===== config.mk =====
export PLATFORM = sky130hd
export DESIGN_NAME = mem_arbiter_flat
export DESIGN_NICKNAME = d
export VERILOG_FILES = /design/src/rtl/mem_arbiter_pkg.sv /design/src/rtl/mem_arbiter_if.sv /design/src/rtl/mem_arbiter_sat_cnt.sv /design/src/rtl/mem_arbiter.sv /design/src/flat_wrapper.sv
export SDC_FILE = /design/constraint.sdc
export NUM_CORES = 1
export LEC_CHECK = 0
export BUFFER_PORTS_ARGS = -buffer_cell sky130_fd_sc_hd__buf_2
export CAP_MARGIN = 20
export CORE_UTILIZATION = 35
export DETAILED_ROUTE_END_ITERATION = 6
export SYNTH_ARGS = -nofsm -noshare
export SYNTH_HDL_FRONTEND = slang
export SYNTH_SLANG_ARGS = --single-unit

===== constraint.sdc =====
create_clock -name clk -period 3.15 [get_ports clk]
set_input_delay 0.63 -clock clk [delete_from_list [all_inputs] [get_ports clk]]
set_output_delay 0.63 -clock clk [all_outputs]
set_load 0.005 [all_outputs]

===== src/rtl/mem_arbiter_pkg.sv =====
// ---------------------------------------------------------------------------
// mem_arb_pkg
// Shared types and constants for the instruction/data RAM arbiter.
//   arb_state_t : arbiter FSM state
//   grant_t     : which requester owned the most recent access
//   RAM_LAT_DEFAULT : default RAM read latency in cycles
//   lat_cnt_w() : width of the in-access latency counter
// ---------------------------------------------------------------------------
package mem_arb_pkg;

   typedef enum logic [2:0] {
      IDLE,
      IACC,
      DACC,
      IRESP,
      DRESP
   } arb_state_t;

   typedef enum logic {
      INSTR,
      DATA
   } grant_t;

   localparam int RAM_LAT_DEFAULT = 2;

   // A one-cycle RAM still needs a 1-bit counter to keep the vector legal.
   function automatic int lat_cnt_w(input int lat);
      return (lat > 1) ? $clog2(lat) : 1;
   endfunction

endpackage


===== src/rtl/mem_arbiter_if.sv =====
// ---------------------------------------------------------------------------
// mem_arbiter_if
// Bundles the two requester ports and the RAM port of the arbiter.
//   instruction port : iren, iaddr -> iready, iload
//   data port        : dren, dwen, daddr, dstore -> dready, dload
//   RAM port         : ram_ren, ram_wen, ram_addr, ram_store <- ram_load
// Modports:
//   slave  : the arbiter
//   master : everything around it (core datapath and RAM wrapper)
// ---------------------------------------------------------------------------
interface mem_arbiter_if #(
   parameter int ADDR_W = 32,
   parameter int DATA_W = 32
);

   logic              iren;
   logic [ADDR_W-1:0] iaddr;
   logic              iready;
   logic [DATA_W-1:0] iload;

   logic              dren;
   logic              dwen;
   logic [ADDR_W-1:0] daddr;
   logic [DATA_W-1:0] dstore;
   logic              dready;
   logic [DATA_W-1:0] dload;

   logic              ram_ren;
   logic              ram_wen;
   logic [ADDR_W-1:0] ram_addr;
   logic [DATA_W-1:0] ram_store;
   logic [DATA_W-1:0] ram_load;

   modport slave (
      input  iren, iaddr, dren, dwen, daddr, dstore, ram_load,
      output iready, iload, dready, dload, ram_ren, ram_wen, ram_addr, ram_store
   );

   modport master (
      output iren, iaddr, dren, dwen, daddr, dstore, ram_load,
      input  iready, iload, dready, dload, ram_ren, ram_wen, ram_addr, ram_store
   );

endinterface


===== src/rtl/mem_arbiter_sat_cnt.sv =====
// ---------------------------------------------------------------------------
// mem_arb_sat_cnt
// 32-bit event counter that sticks at all-ones instead of wrapping.
//   clk   : system clock
//   nRST  : asynchronous active-low reset, clears the count
//   en    : count this cycle
//   count : current value
// ---------------------------------------------------------------------------
module mem_arb_sat_cnt (
   input  logic        clk,
   input  logic        nRST,
   input  logic        en,
   output logic [31:0] count
);

   always_ff @(posedge clk or negedge nRST) begin
      if (!nRST) begin
         count <= '0;
      end else if (en && (count != 32'hFFFF_FFFF)) begin
         count <= count + 32'd1;
      end
   end

endmodule


===== src/rtl/mem_arbiter.sv =====
// ---------------------------------------------------------------------------
// mem_arbiter
// Shares one single-port RAM between the instruction fetch and the data
// load/store requesters. Each access holds the RAM for RAM_LAT cycles, then
// the owner gets a one-cycle ready pulse with the (registered) read data.
// When both sides are waiting the grant alternates so neither starves.
//
// Ports:
//   clk   : system clock
//   nRST  : asynchronous active-low reset
//   bus   : mem_arbiter_if.slave, requester and RAM signals
//   perf_istall / perf_dstall / perf_conflict : saturating event counters,
//           present only when MEM_ARB_PERF_EN is defined
//
// Build option: MEM_ARB_PERF_EN adds the three performance counters.
//
// state | meaning
// IDLE  | RAM idle, picks the next requester
// IACC  | instruction read in progress, RAM_LAT cycles
// DACC  | data read or write in progress, RAM_LAT cycles
// IRESP | iready pulse, result in iload
// DRESP | dready pulse, result in dload (reads only)
// ---------------------------------------------------------------------------
module mem_arbiter
   import mem_arb_pkg::*;
#(
   parameter int ADDR_W  = 32,
   parameter int DATA_W  = 32,
   parameter int RAM_LAT = RAM_LAT_DEFAULT   // must be >= 1
) (
   input  logic         clk,
   input  logic         nRST,
   mem_arbiter_if.slave bus
`ifdef MEM_ARB_PERF_EN
   ,
   output logic [31:0]  perf_istall,
   output logic [31:0]  perf_dstall,
   output logic [31:0]  perf_conflict
`endif
);

   localparam int               CNT_W    = lat_cnt_w(RAM_LAT);
   localparam logic [CNT_W-1:0] LAT_LAST = CNT_W'(RAM_LAT - 1);

   arb_state_t        state;
   grant_t            last_grant;
   logic [CNT_W-1:0]  lat_cnt;
   logic              d_write;

   logic              iready_q;
   logic              dready_q;
   logic              ram_ren_q;
   logic              ram_wen_q;
   logic [ADDR_W-1:0] ram_addr_q;
   logic [DATA_W-1:0] ram_store_q;
   logic [DATA_W-1:0] iload_q;
   logic [DATA_W-1:0] dload_q;

   logic              d_pend;
   logic              take_data;
   logic              unused_addr_lsbs;

   assign d_pend    = bus.dren | bus.dwen;
   // Data wins when it is alone, or when both wait and instruction went last.
   assign take_data = d_pend & (~bus.iren | (last_grant == INSTR));

   // RAM is word addressed; byte offsets are dropped.
   assign unused_addr_lsbs = ^{bus.iaddr[1:0], bus.daddr[1:0]};

   always_ff @(posedge clk or negedge nRST) begin
      if (!nRST) begin
         state       <= IDLE;
         last_grant  <= INSTR;
         lat_cnt     <= '0;
         d_write     <= 1'b0;
         iready_q    <= 1'b0;
         dready_q    <= 1'b0;
         ram_ren_q   <= 1'b0;
         ram_wen_q   <= 1'b0;
         ram_addr_q  <= '0;
         ram_store_q <= '0;
         iload_q     <= '0;
         dload_q     <= '0;
      end else begin
         case (state)
            IDLE: begin
               lat_cnt <= '0;
               // ram_addr/ram_store double as the latched operands for the access.
               if (take_data) begin
                  state      <= DACC;
                  d_write    <= bus.dwen;
                  ram_addr_q <= {bus.daddr[ADDR_W-1:2], 2'b00};
                  ram_ren_q  <= ~bus.dwen;
                  ram_wen_q  <= bus.dwen;
                  if (bus.dwen) begin
                     ram_store_q <= bus.dstore;
                  end
               end else if (bus.iren) begin
                  state      <= IACC;
                  ram_addr_q <= {bus.iaddr[ADDR_W-1:2], 2'b00};
                  ram_ren_q  <= 1'b1;
               end
            end

            IACC: begin
               if (lat_cnt == LAT_LAST) begin
                  iload_q    <= bus.ram_load;
                  ram_ren_q  <= 1'b0;
                  last_grant <= INSTR;
                  iready_q   <= 1'b1;
                  lat_cnt    <= '0;
                  state      <= IRESP;
               end else begin
                  lat_cnt <= lat_cnt + CNT_W'(1);
               end
            end

            DACC: begin
               if (lat_cnt == LAT_LAST) begin
                  if (!d_write) begin
                     dload_q <= bus.ram_load;
                  end
                  ram_ren_q  <= 1'b0;
                  ram_wen_q  <= 1'b0;
                  last_grant <= DATA;
                  dready_q   <= 1'b1;
                  lat_cnt    <= '0;
                  state      <= DRESP;
               end else begin
                  lat_cnt <= lat_cnt + CNT_W'(1);
               end
            end

            IRESP: begin
               iready_q <= 1'b0;
               state    <= IDLE;
            end

            DRESP: begin
               dready_q <= 1'b0;
               state    <= IDLE;
            end

            default: begin
               iready_q  <= 1'b0;
               dready_q  <= 1'b0;
               ram_ren_q <= 1'b0;
               ram_wen_q <= 1'b0;
               state     <= IDLE;
            end
         endcase
      end
   end

   assign bus.iready    = iready_q;
   assign bus.dready    = dready_q;
   assign bus.iload     = iload_q;
   assign bus.dload     = dload_q;
   assign bus.ram_ren   = ram_ren_q;
   assign bus.ram_wen   = ram_wen_q;
   assign bus.ram_addr  = ram_addr_q;
   assign bus.ram_store = ram_store_q;

`ifdef MEM_ARB_PERF_EN
   mem_arb_sat_cnt u_istall (
      .clk   (clk),
      .nRST  (nRST),
      .en    (bus.iren & ~iready_q),
      .count (perf_istall)
   );

   mem_arb_sat_cnt u_dstall (
      .clk   (clk),
      .nRST  (nRST),
      .en    (d_pend & ~dready_q),
      .count (perf_dstall)
   );

   mem_arb_sat_cnt u_conflict (
      .clk   (clk),
      .nRST  (nRST),
      .en    ((state == IDLE) & bus.iren & d_pend),
      .count (perf_conflict)
   );
`endif

endmodule

===== src/flat_wrapper.sv =====
// flat-port wrapper written by rule: the top's interface ports become plain ports
module mem_arbiter_flat import mem_arb_pkg::*;
#(
   parameter int ADDR_W  = 32,
   parameter int DATA_W  = 32,
   parameter int RAM_LAT = RAM_LAT_DEFAULT                  
)
  (clk, nRST, bus_iren, bus_iaddr, bus_dren, bus_dwen, bus_daddr, bus_dstore, bus_ram_load, bus_iready, bus_iload, bus_dready, bus_dload, bus_ram_ren, bus_ram_wen, bus_ram_addr, bus_ram_store);
  mem_arbiter_if #(.ADDR_W(ADDR_W), .DATA_W(DATA_W)) bus_i ();
  input  logic clk;
  input  logic nRST;
  input wire logic [$bits(bus_i.iren)-1:0] bus_iren;
  input wire logic [$bits(bus_i.iaddr)-1:0] bus_iaddr;
  input wire logic [$bits(bus_i.dren)-1:0] bus_dren;
  input wire logic [$bits(bus_i.dwen)-1:0] bus_dwen;
  input wire logic [$bits(bus_i.daddr)-1:0] bus_daddr;
  input wire logic [$bits(bus_i.dstore)-1:0] bus_dstore;
  input wire logic [$bits(bus_i.ram_load)-1:0] bus_ram_load;
  output wire logic [$bits(bus_i.iready)-1:0] bus_iready;
  output wire logic [$bits(bus_i.iload)-1:0] bus_iload;
  output wire logic [$bits(bus_i.dready)-1:0] bus_dready;
  output wire logic [$bits(bus_i.dload)-1:0] bus_dload;
  output wire logic [$bits(bus_i.ram_ren)-1:0] bus_ram_ren;
  output wire logic [$bits(bus_i.ram_wen)-1:0] bus_ram_wen;
  output wire logic [$bits(bus_i.ram_addr)-1:0] bus_ram_addr;
  output wire logic [$bits(bus_i.ram_store)-1:0] bus_ram_store;
  assign bus_i.iren = bus_iren;
  assign bus_i.iaddr = bus_iaddr;
  assign bus_i.dren = bus_dren;
  assign bus_i.dwen = bus_dwen;
  assign bus_i.daddr = bus_daddr;
  assign bus_i.dstore = bus_dstore;
  assign bus_i.ram_load = bus_ram_load;
  assign bus_iready = bus_i.iready;
  assign bus_iload = bus_i.iload;
  assign bus_dready = bus_i.dready;
  assign bus_dload = bus_i.dload;
  assign bus_ram_ren = bus_i.ram_ren;
  assign bus_ram_wen = bus_i.ram_wen;
  assign bus_ram_addr = bus_i.ram_addr;
  assign bus_ram_store = bus_i.ram_store;
  mem_arbiter #(.ADDR_W(ADDR_W), .DATA_W(DATA_W), .RAM_LAT(RAM_LAT)) u_core (.clk(clk), .nRST(nRST), .bus(bus_i));
endmodule

==> reports/results.tsv <==
stage	metric	value	unit
worst_setup_path	end_kind	flop	
power_and_ir_drop	leakagePower	3.985	nW
power_and_ir_drop	ir_drop	0.0003853	V
min_path	hp-class	in -> async	
final_layout	fin_cells	877	
clock_tree	cts_hold_buffers	0	
synth	ys_ff_latch	136	
synth	ys_seq_area_share	59.18	%
die	die_area	16950	sq um
sta	drv_slew	0	
sta	setup_ws	1.060	ns
sta	setup_viol	0	
worst_setup_path	crit_chain	nor2_4, nand4_4, mux2_4	
sta	post-route-period-util	66.35	%
worst_setup_path	cp.required	3.44	ns
routing	vias	4030	
worst_setup_path	critPathMaxStageDelay	0.67	ns
routing	firstDrtPassIters	4	
sta	fin_setup_tns	0	ns
global_routing	grt_usage	16.14	%
routing	ant_nets	0	
sta	hold_violations	0	
final_layout	n_antenna_cell	0	
routing	drc	0	
power_and_ir_drop	cellPowerDensity	1043	nW/um^2
die	core	15940	sq um
clock_tree	postCtsSetupBuffers	0	
die	io_pins	265	
worst_setup_path	worst-path-max-fanout	34	
clock_tree	cts_sinks	136	
worst_setup_path	critPathArrivalTime	2.38	ns
synth	synth.area.top_cells	dfrtp_1, mux2_4, mux2_2	
worst_setup_path	startpoint_type	flop	
clock_tree	cts_buffers	17	
die	fp.dieW	130.2	um
worst_setup_path	r2r-start	u_core.state[1]$_DFFE_PN0P_	
global_routing	grt_pass1_wl	20770	um
global_routing	grt_pass1_vias	4170	
routing	wl	13460	um
outcome	outcome	finished, final reports clean	
sta	rsz0062_at_grt	false	
sta	fmax	0.4785	GHz
synth	yosysTopAreaCell	dfrtp_1	
sta	finalClockSkew	0.005150	ns
synth	synth_common_cells	dfrtp_1, mux2_4, a21oi_1, mux2_2, nor2_1	
place	gp_congestion	0.8099	
global_routing	antenna_found_initial	0	
routing	drtIter0Drc	149	
synth	syn_area	5751	sq um
worst_setup_path	slowest_stage	nand4_4	
clock_tree	clock_latency	0.41	ns
place	dp.cells	845	
synth	synth-main-ff-cell	dfrtp_1	
power_and_ir_drop	total_power	8.150	mW
sta	tightest_slew	1.037	ns
place	io_buffers	258	
place	pre_cts_ws	0.8682	ns
synth	yosysWarningCount	0	
final_layout	layout-drive-gt1-share	60.21	%
synth	synth_cell_types	31	
clock_tree	cts_tree	yes	
die	initial_core_util	36.07	%
clock_tree	path_clk_slew	0.06	ns
final_layout	area.growth.synth_to_final	35.86	%
synth	netlist.area_leader.share	59.18	%
clock_tree	clock-root-buffer	clkbuf_16	
place	dpl.hpwl	9868	um
clock_tree	clockBufferDepth	2	
routing	via_per_inst	4.595	
die	rows	46	
synth	synth_edf_count	0	
worst_setup_path	critical_path_class	reg -> reg	
synth	synth.most_common_cell	dfrtp_1	
synth	ys_async_sr_fraction	100.0	%
flow_run	max-cap-violations	0	
die	fp.dieH	130.2	um
synth	syn_inst	389	
final_layout	n_fill_cell	1422	
synth	synth.avg_cell_area	14.78	sq um
routing	wl_per_cell	15.34	um
sta	period_needed	2.090	ns
clock_tree	cts_max_level	4	
final_layout	nets	781	
worst_setup_path	startpoint	u_core.state[1]$_DFFE_PN0P_	
global_routing	grt_max_degree	69	
clock_tree	cts_resized	0	
sta	max_slew_margin	30.90	%
global_routing	gr-total-overflow	0	
[layer usage]
metal  vias to the layer above  global-route usage, %  share of wire, %
li1                       1883                      -                 -
met1                      1943                  17.91                40
met2                       183                  27.44                50
met3                        21                  6.068               8.7
met4                         0                  7.387               1.5
met5                         -                      0                 0
[worst max-delay path: cells and delay by family (launching register included)]
family | cells | cell delay (ns)
and+or+nand+nor | 2 | 0.88
muxes | 1 | 0.56
DFF | 1 | 0.52
[cell type report]
type | instances | area [sq um] | share of cell area (%)
Clock buffer | 21 | 480.5 | 6.150
Clock inverter | 11 | 145.1 | 1.858
Sequential cell | 136 | 3403 | 43.56
Timing Repair Buffer | 264 | 1368 | 17.50
Tap cell | 216 | 270.3 | 3.459
Inverter | 5 | 18.77 | 0.2402
Multi-Input combinational cell | 224 | 2127 | 27.23
[worst paths after layout]
kind | end | cells past startpoint | slack (ns)
setup / recovery | u_core.bus.ram_store[7]$_DFFE_PN0P_ | 3 | 1.06
hold / removal | u_core.bus.dload[21]$_DFFE_PN0P_ | 1 | 0.20
setup reg to reg | u_core.bus.ram_store[7]$_DFFE_PN0P_ | 3 | 1.06
hold reg to reg | u_core.bus.dload[21]$_DFFE_PN0P_ | 1 | 0.47
max in group asynchronous | u_core.bus.ram_addr[31]$_DFFE_PN0P_ | 2 | 2.21
min in group clk | u_core.bus.ram_store[21]$_DFFE_PN0P_ | 2 | 0.45
[placed cells by master, fill, tap and decap left out, types with 2 or more instances in the layout]
cell and n:
conb_1 2, nor2_1 31, a21oi_1 38, mux2_1 5
clkinvlp_4 3, clkbuf_16 17, o21ai_0 8, buf_12 2
buf_4 4, mux2_4 56, inv_1 2, bufinv_16 3
buf_2 257, clkinv_4 2, dfrtp_1 136, nand2_1 3
nor3_1 2, clkbuf_8 4, mux2_2 35, inv_2 3
nor2_4 2, mux2i_1 30, clkinv_2 3
[cell families after synthesis]
logic type / share of synthesized area (%)
and+or+nand+nor: 3.742
other: 0.06521
AOI/OAI and AO/OA: 5.178
buffers and inverters: 4.156
DFF: 59.18
muxes: 27.68
[stage by stage]
| step | instance area, sq um | hold slack [ns] | util [%] |
|---|---|---|---|
| finish | 7812 | 0.1982 | 49.00 |
| global route | 7812 | 0.2334 | 49.00 |
| CTS | 7812 | 0.2251 | 49.00 |
| detailed placement | 7187 | 0.4691 | 45.08 |
| global placement | 7187 | 0.4661 | 45.08 |
| floorplan | 5754 | 0.3344 | - |
[state kept, by name, summed over array words and instances, names as in the netlist]
register and cells:
u_core.bus.dready 1, u_core.lat_cnt 1, u_core.state 3, u_core.bus.iready 1, u_core.bus.iload 32, u_core.bus.ram_store 32
u_core.bus.ram_ren 1, u_core.last_grant 1, u_core.bus.dload 32, u_core.d_write 1, u_core.bus.ram_wen 1, u_core.bus.ram_addr 30
[power breakdown]
group,internal (mW),total [mW],switching (mW)
Clock,1.33,2.07,0.743
Combinational,1.71,2.94,1.23
Sequential,2.63,3.14,0.516
(Power assumes the default switching activity.)
